## config.mk

```make
export PLATFORM = sky130hd
export DESIGN_NAME = redirect_ctrl
export DESIGN_NICKNAME = d
export VERILOG_FILES = /design/src/rtl/redirect_ctrl.sv
export SDC_FILE = /design/constraint.sdc
export NUM_CORES = 1
export LEC_CHECK = 0
export ABC_CLOCK_PERIOD_IN_PS = 3550
export CAP_MARGIN = 5
export CORE_MARGIN = 5
export CORE_UTILIZATION = 44
export DETAILED_ROUTE_END_ITERATION = 12
export GPL_TIMING_DRIVEN = 0
export PLACE_DENSITY = 0.93
export SLEW_MARGIN = 40
export SYNTH_ARGS = -nofsm -noshare
export SYNTH_HDL_FRONTEND = slang
export SYNTH_SLANG_ARGS = --single-unit
```

## constraint.sdc

```tcl
create_clock -name clk -period 3.55 [get_ports clk]
set_input_delay 0.355 -clock clk [delete_from_list [all_inputs] [get_ports clk]]
set_output_delay 0.355 -clock clk [all_outputs]
set_load 0.01 [all_outputs]
```

## src/rtl/redirect_ctrl.sv

```systemverilog
// Redirect sequencer between EXU/CSR and fetch: arbitrates branch and trap redirects,
// flushes IF/ID, stalls EX, drains an outstanding ibus fetch and holds the new PC until accepted.
module redirect_ctrl #(
    parameter int unsigned XLEN  = 64,
    parameter int unsigned CNT_W = 32
) (
    input  logic             clk,
    input  logic             reset,
    input  logic             br_valid,
    input  logic             br_redirect,
    input  logic [XLEN-1:0]  br_target,
    input  logic             trap_redirect,
    input  logic [XLEN-1:0]  trap_target,
    input  logic             ifetch_busy,
    input  logic             ifetch_resp,
    input  logic             pc_ready,
    output logic             redirect_req,
    output logic [XLEN-1:0]  redirect_pc,
    output logic             flush_ifid,
    output logic             ex_stall,
    output logic             discard_resp,
    output logic             misalign,
    output logic [CNT_W-1:0] redirect_cnt
);

    typedef enum logic [1:0] {
        ST_IDLE  = 2'd0,
        ST_DRAIN = 2'd1,
        ST_ISSUE = 2'd2
    } state_e;

    state_e             state_q, state_d;
    logic [XLEN-1:0]    redirect_pc_q, redirect_pc_d;
    logic [CNT_W-1:0]   redirect_cnt_q, redirect_cnt_d;
    logic               flush_ifid_q, flush_ifid_d;
    logic               misalign_q, misalign_d;
    logic               redirect_req_q, redirect_req_d;
    logic               ex_stall_q, ex_stall_d;

    logic               br_req;
    logic               capture;
    logic [XLEN-1:0]    cap_target;

    // Next-state, capture and pulse generation
    always_comb begin
        state_d        = state_q;
        redirect_pc_d  = redirect_pc_q;
        redirect_cnt_d = redirect_cnt_q;
        flush_ifid_d   = 1'b0;
        misalign_d     = 1'b0;
        discard_resp   = 1'b0;
        capture        = 1'b0;

        br_req     = br_valid & br_redirect;
        cap_target = trap_redirect ? trap_target : br_target;

        case (state_q)
            ST_IDLE: begin
                if (trap_redirect | br_req) begin
                    capture = 1'b1;
                    state_d = (ifetch_busy & ~ifetch_resp) ? ST_DRAIN : ST_ISSUE;
                end
            end
            ST_DRAIN: begin
                discard_resp = ifetch_resp;
                capture      = trap_redirect;
                if (ifetch_resp) begin
                    state_d = ST_ISSUE;
                end
            end
            ST_ISSUE: begin
                // A late trap supersedes the pending PC even if fetch accepts this cycle
                if (trap_redirect) begin
                    capture = 1'b1;
                end else if (pc_ready) begin
                    state_d        = ST_IDLE;
                    redirect_cnt_d = redirect_cnt_q + CNT_W'(1);
                end
            end
            default: begin
                state_d = ST_IDLE;
            end
        endcase

        if (capture) begin
            redirect_pc_d = cap_target;
            flush_ifid_d  = 1'b1;
            misalign_d    = cap_target[1];
        end

        redirect_req_d = (state_d == ST_ISSUE);
        ex_stall_d     = (state_d != ST_IDLE);
    end

    // State and output registers
    always_ff @(posedge clk) begin
        if (reset) begin
            state_q        <= ST_IDLE;
            redirect_pc_q  <= '0;
            redirect_cnt_q <= '0;
            flush_ifid_q   <= 1'b0;
            misalign_q     <= 1'b0;
            redirect_req_q <= 1'b0;
            ex_stall_q     <= 1'b0;
        end else begin
            state_q        <= state_d;
            redirect_pc_q  <= redirect_pc_d;
            redirect_cnt_q <= redirect_cnt_d;
            flush_ifid_q   <= flush_ifid_d;
            misalign_q     <= misalign_d;
            redirect_req_q <= redirect_req_d;
            ex_stall_q     <= ex_stall_d;
        end
    end

    assign redirect_req = redirect_req_q;
    assign redirect_pc  = redirect_pc_q;
    assign flush_ifid   = flush_ifid_q;
    assign ex_stall     = ex_stall_q;
    assign misalign     = misalign_q;
    assign redirect_cnt = redirect_cnt_q;

endmodule

```

==> results.tsv <==
stage	metric	value	unit
clocking	Post-CTS Resized	0	
clocking	CTS Buf Count	9	
place	DP Area	7230	sq um
timing	final number of hold-violating endpoints	0	
critical_path	Reg2Reg Launch Point	state_q[1]	
critical_path	R2R setup slack	0.86	ns
timing	crit share post-route	75.6	%
global_route	GRT Resource Usage Total	25.9	%
routing	detailed-route wire length	17.5	mm
clocking	CTS HTree Levels	3	
timing	Layout Skew	0.0109	ns
routing	drt first pass iters	5	
cells_and_area	final cell count without fillers	898	
clocking	Num Clock Sinks	102	
logic_synthesis	Post-Syn Area	4720	sq um
timing	setup_tns	0	ns
cells_and_area	fill cell count	780	
routing	routed length per instance	19.5	um
logic_synthesis	register area share after synthesis	43.3	%
power	Max VDD drop	0.000249	V
place	Post-DP HPWL	14.0	mm
power	Pwr Density	395	nW/um^2
clocking	root buffer cell	clkbuf_8	
timing	final setup vio count	0	
critical_path	Worst setup SP type	flip-flop	
clocking	CTS Buffer Depth	2	
routing	DRT iter0 DRCs	291	
logic_synthesis	Post-synth top flop	dfxtp_1	
floorplan	# rows	37	
cells_and_area	most common cell after layout, fill and taps aside	clkdlybuf4s50_1	
outcome	status	complete, no violations	
routing	vias	5004	
timing	Slew @ Worst Pin	0.782	ns
place	Port-buffer cells	234	
cells_and_area	Final #Nets	897	
floorplan	Initial Util	45.5	%
floorplan	Die Ht	114	um
timing	slew margin rel.	47.8	%
global_route	initial antenna violation count	2	
logic_synthesis	Yosys Warn Count	0	
routing	Post-DRT Antenna Nets	0	
global_route	vias in the first global route	5232	
clocking	CTS tree	yes	
critical_path	Setup crit end	redirect_pc[27]	
timing	Slew Limit Fails	0	
timing	RSZ-0062 raised after global routing	false	
critical_path	Worst Reg2Reg Path Length in Cells	7	
critical_path	Crit. End Element	flip-flop	
floorplan	die area	12900	sq um
global_route	first-pass GRT wire length	26.6	mm
critical_path	Crit path required time	3.77	ns
critical_path	Worst Path Arrival	2.90	ns
logic_synthesis	Async SR Flop Fraction	0	%
critical_path	critical path fanouts, max	10	
floorplan	die width	114	um
logic_synthesis	syn_nets	652	
clocking	worst skew pair latency	0.36	ns
cells_and_area	Syn-to-layout area delta	58.3	%
min_path	class of the worst hold path	primary input to flip-flop	
cells_and_area	design area	7470	sq um
critical_path	crit path from	state_q[1]	
logic_synthesis	Yosys reg bits	102	
cells_and_area	proportion of layout cells with a drive suffix above 1	4.08	%
clocking	Post-CTS Setup Inserts	0	
critical_path	Worst R2R End	redirect_pc[27]	
place	GP Congestion	0.913	
routing	Vias/cell	5.57	
clocking	Clk pin slew, worst setup/hold paths	0.11	ns
clocking	Hold-fix buffers, CTS	0	
global_route	largest net degree at the start of global routing	19	
global_route	grt ovf	0	
place	# placed instances	880	
power	total power	2.95	mW
power	leak pwr	2.84	nW
timing	crit path time final	2.69	ns
logic_synthesis	Cell variety after synth	40	
floorplan	io pins	237	
timing	highest clock rate	0.372	GHz
floorplan	Placeable Area	10400	sq um
run	Max-cap violations	0	
logic_synthesis	Mapped Avg Cell Area	9.25	sq um
critical_path	Setup CP Type	flip-flop to flip-flop	
logic_synthesis	Mapped Cells	510	
cells_and_area	most frequent cells in the layout	234 x clkdlybuf4s50_1, 102 x dfxtp_1, 81 x nor2_1	
routing	DR DRC count	0	
logic_synthesis	number of synthesized flops with an enable pin	0	
## metal layers
metal / wire length (um) / track usage, % / share of wire, %
met5: 0 / 0 / 0
met4: 620 / 12.1 / 3.5
met3: 1590 / 8.49 / 9.1
met2: 8990 / 46.6 / 51
met1: 6300 / 27.3 / 36
## critical path: stages (launching register included)
cell	delay, ns
dfxtp_1	0.43
inv_1	0.11
ha_1	0.29
o21ai_0	0.11
a21oi_2	0.49
clkbuf_1	0.45
buf_1	0.47
a211oi_1	0.19
## registers in the layout, summed over array words and instances, names as in the netlist
| name | count |
|---|---|
| state_q | 2 |
| redirect_cnt | 32 |
| misalign | 1 |
| ex_stall | 1 |
| redirect_pc | 64 |
| redirect_req | 1 |
| flush_ifid | 1 |
## worst min-delay path by stage
stage	cells past startpoint	endpoint	startpoint
after floorplan	2	redirect_cnt[14]	redirect_cnt[14]
after global placement	2	redirect_cnt[14]	redirect_cnt[14]
after detailed placement	2	redirect_pc[45]	redirect_pc[45]
after CTS	3	misalign	trap_redirect
after global routing	3	misalign	trap_redirect
final	3	misalign	trap_redirect
## where the power goes
| part | total, mW | internal, mW | switching [mW] |
|---|---|---|---|
| Combinational | 0.787 | 0.424 | 0.363 |
| Clock | 0.844 | 0.407 | 0.437 |
| Sequential | 1.32 | 1.25 | 0.0656 |
| Total | 2.95 | 2.08 | 0.866 |
## metrics by stage
stage / hold slack, ns / util (%) / setup WS (ns)
2_1_floorplan: 0.504 / - / 1.34
3_3_place_gp: 0.473 / 69.7 / 0.643
3_5_place_dp: 0.494 / 69.8 / 0.787
4_1_cts: 0.430 / 71.9 / 0.832
5_1_grt: 0.450 / 72.0 / 0.711
6_report: 0.448 / 72.0 / 0.864
## cell type report
class / count / area [sq um] / area share, %
Multi-Input combinational cell: 364 / 2490 / 33.4
Tap cell: 136 / 170 / 2.28
Clock inverter: 7 / 104 / 1.39
Buffer: 38 / 165 / 2.21
Clock buffer: 9 / 124 / 1.66
Timing Repair Buffer: 234 / 2340 / 31.4
Antenna cell: 2 / 5.00 / 0.0670
Inverter: 6 / 22.5 / 0.302
Sequential cell: 102 / 2040 / 27.4
## cells in the mapped netlist, types with 8 or more instances
cell	n	share of area (%)
nand2_1	16	1.3
buf_1	9	0.72
nor2b_1	9	1.2
clkbuf_1	26	2.1
nor2_1	81	6.4
nand3_1	9	0.95
a21oi_1	17	1.8
dfxtp_1	102	43
o21ai_0	9	0.95
mux2i_1	65	14
mux2_2	8	1.9
nor4_1	8	1.1
o31ai_1	8	1.3
a211oi_1	63	10
or4_1	9	1.4
nand4_1	8	1.1
## logic make-up (layout without fill, tap and decap cells)
logic type	Yosys count	after routing	synth area share, %
adders and majority gates	6	6	1.59
muxes	73	73	15.7
xor gates and xnor gates	8	8	1.49
other	0	2	0
buffers and inverters	44	294	3.98
AOI/OAI and AO/OA	103	103	15.2
DFF	102	102	43.3
and+or+nand+nor	174	174	18.8
(Power assumes the default switching activity.)
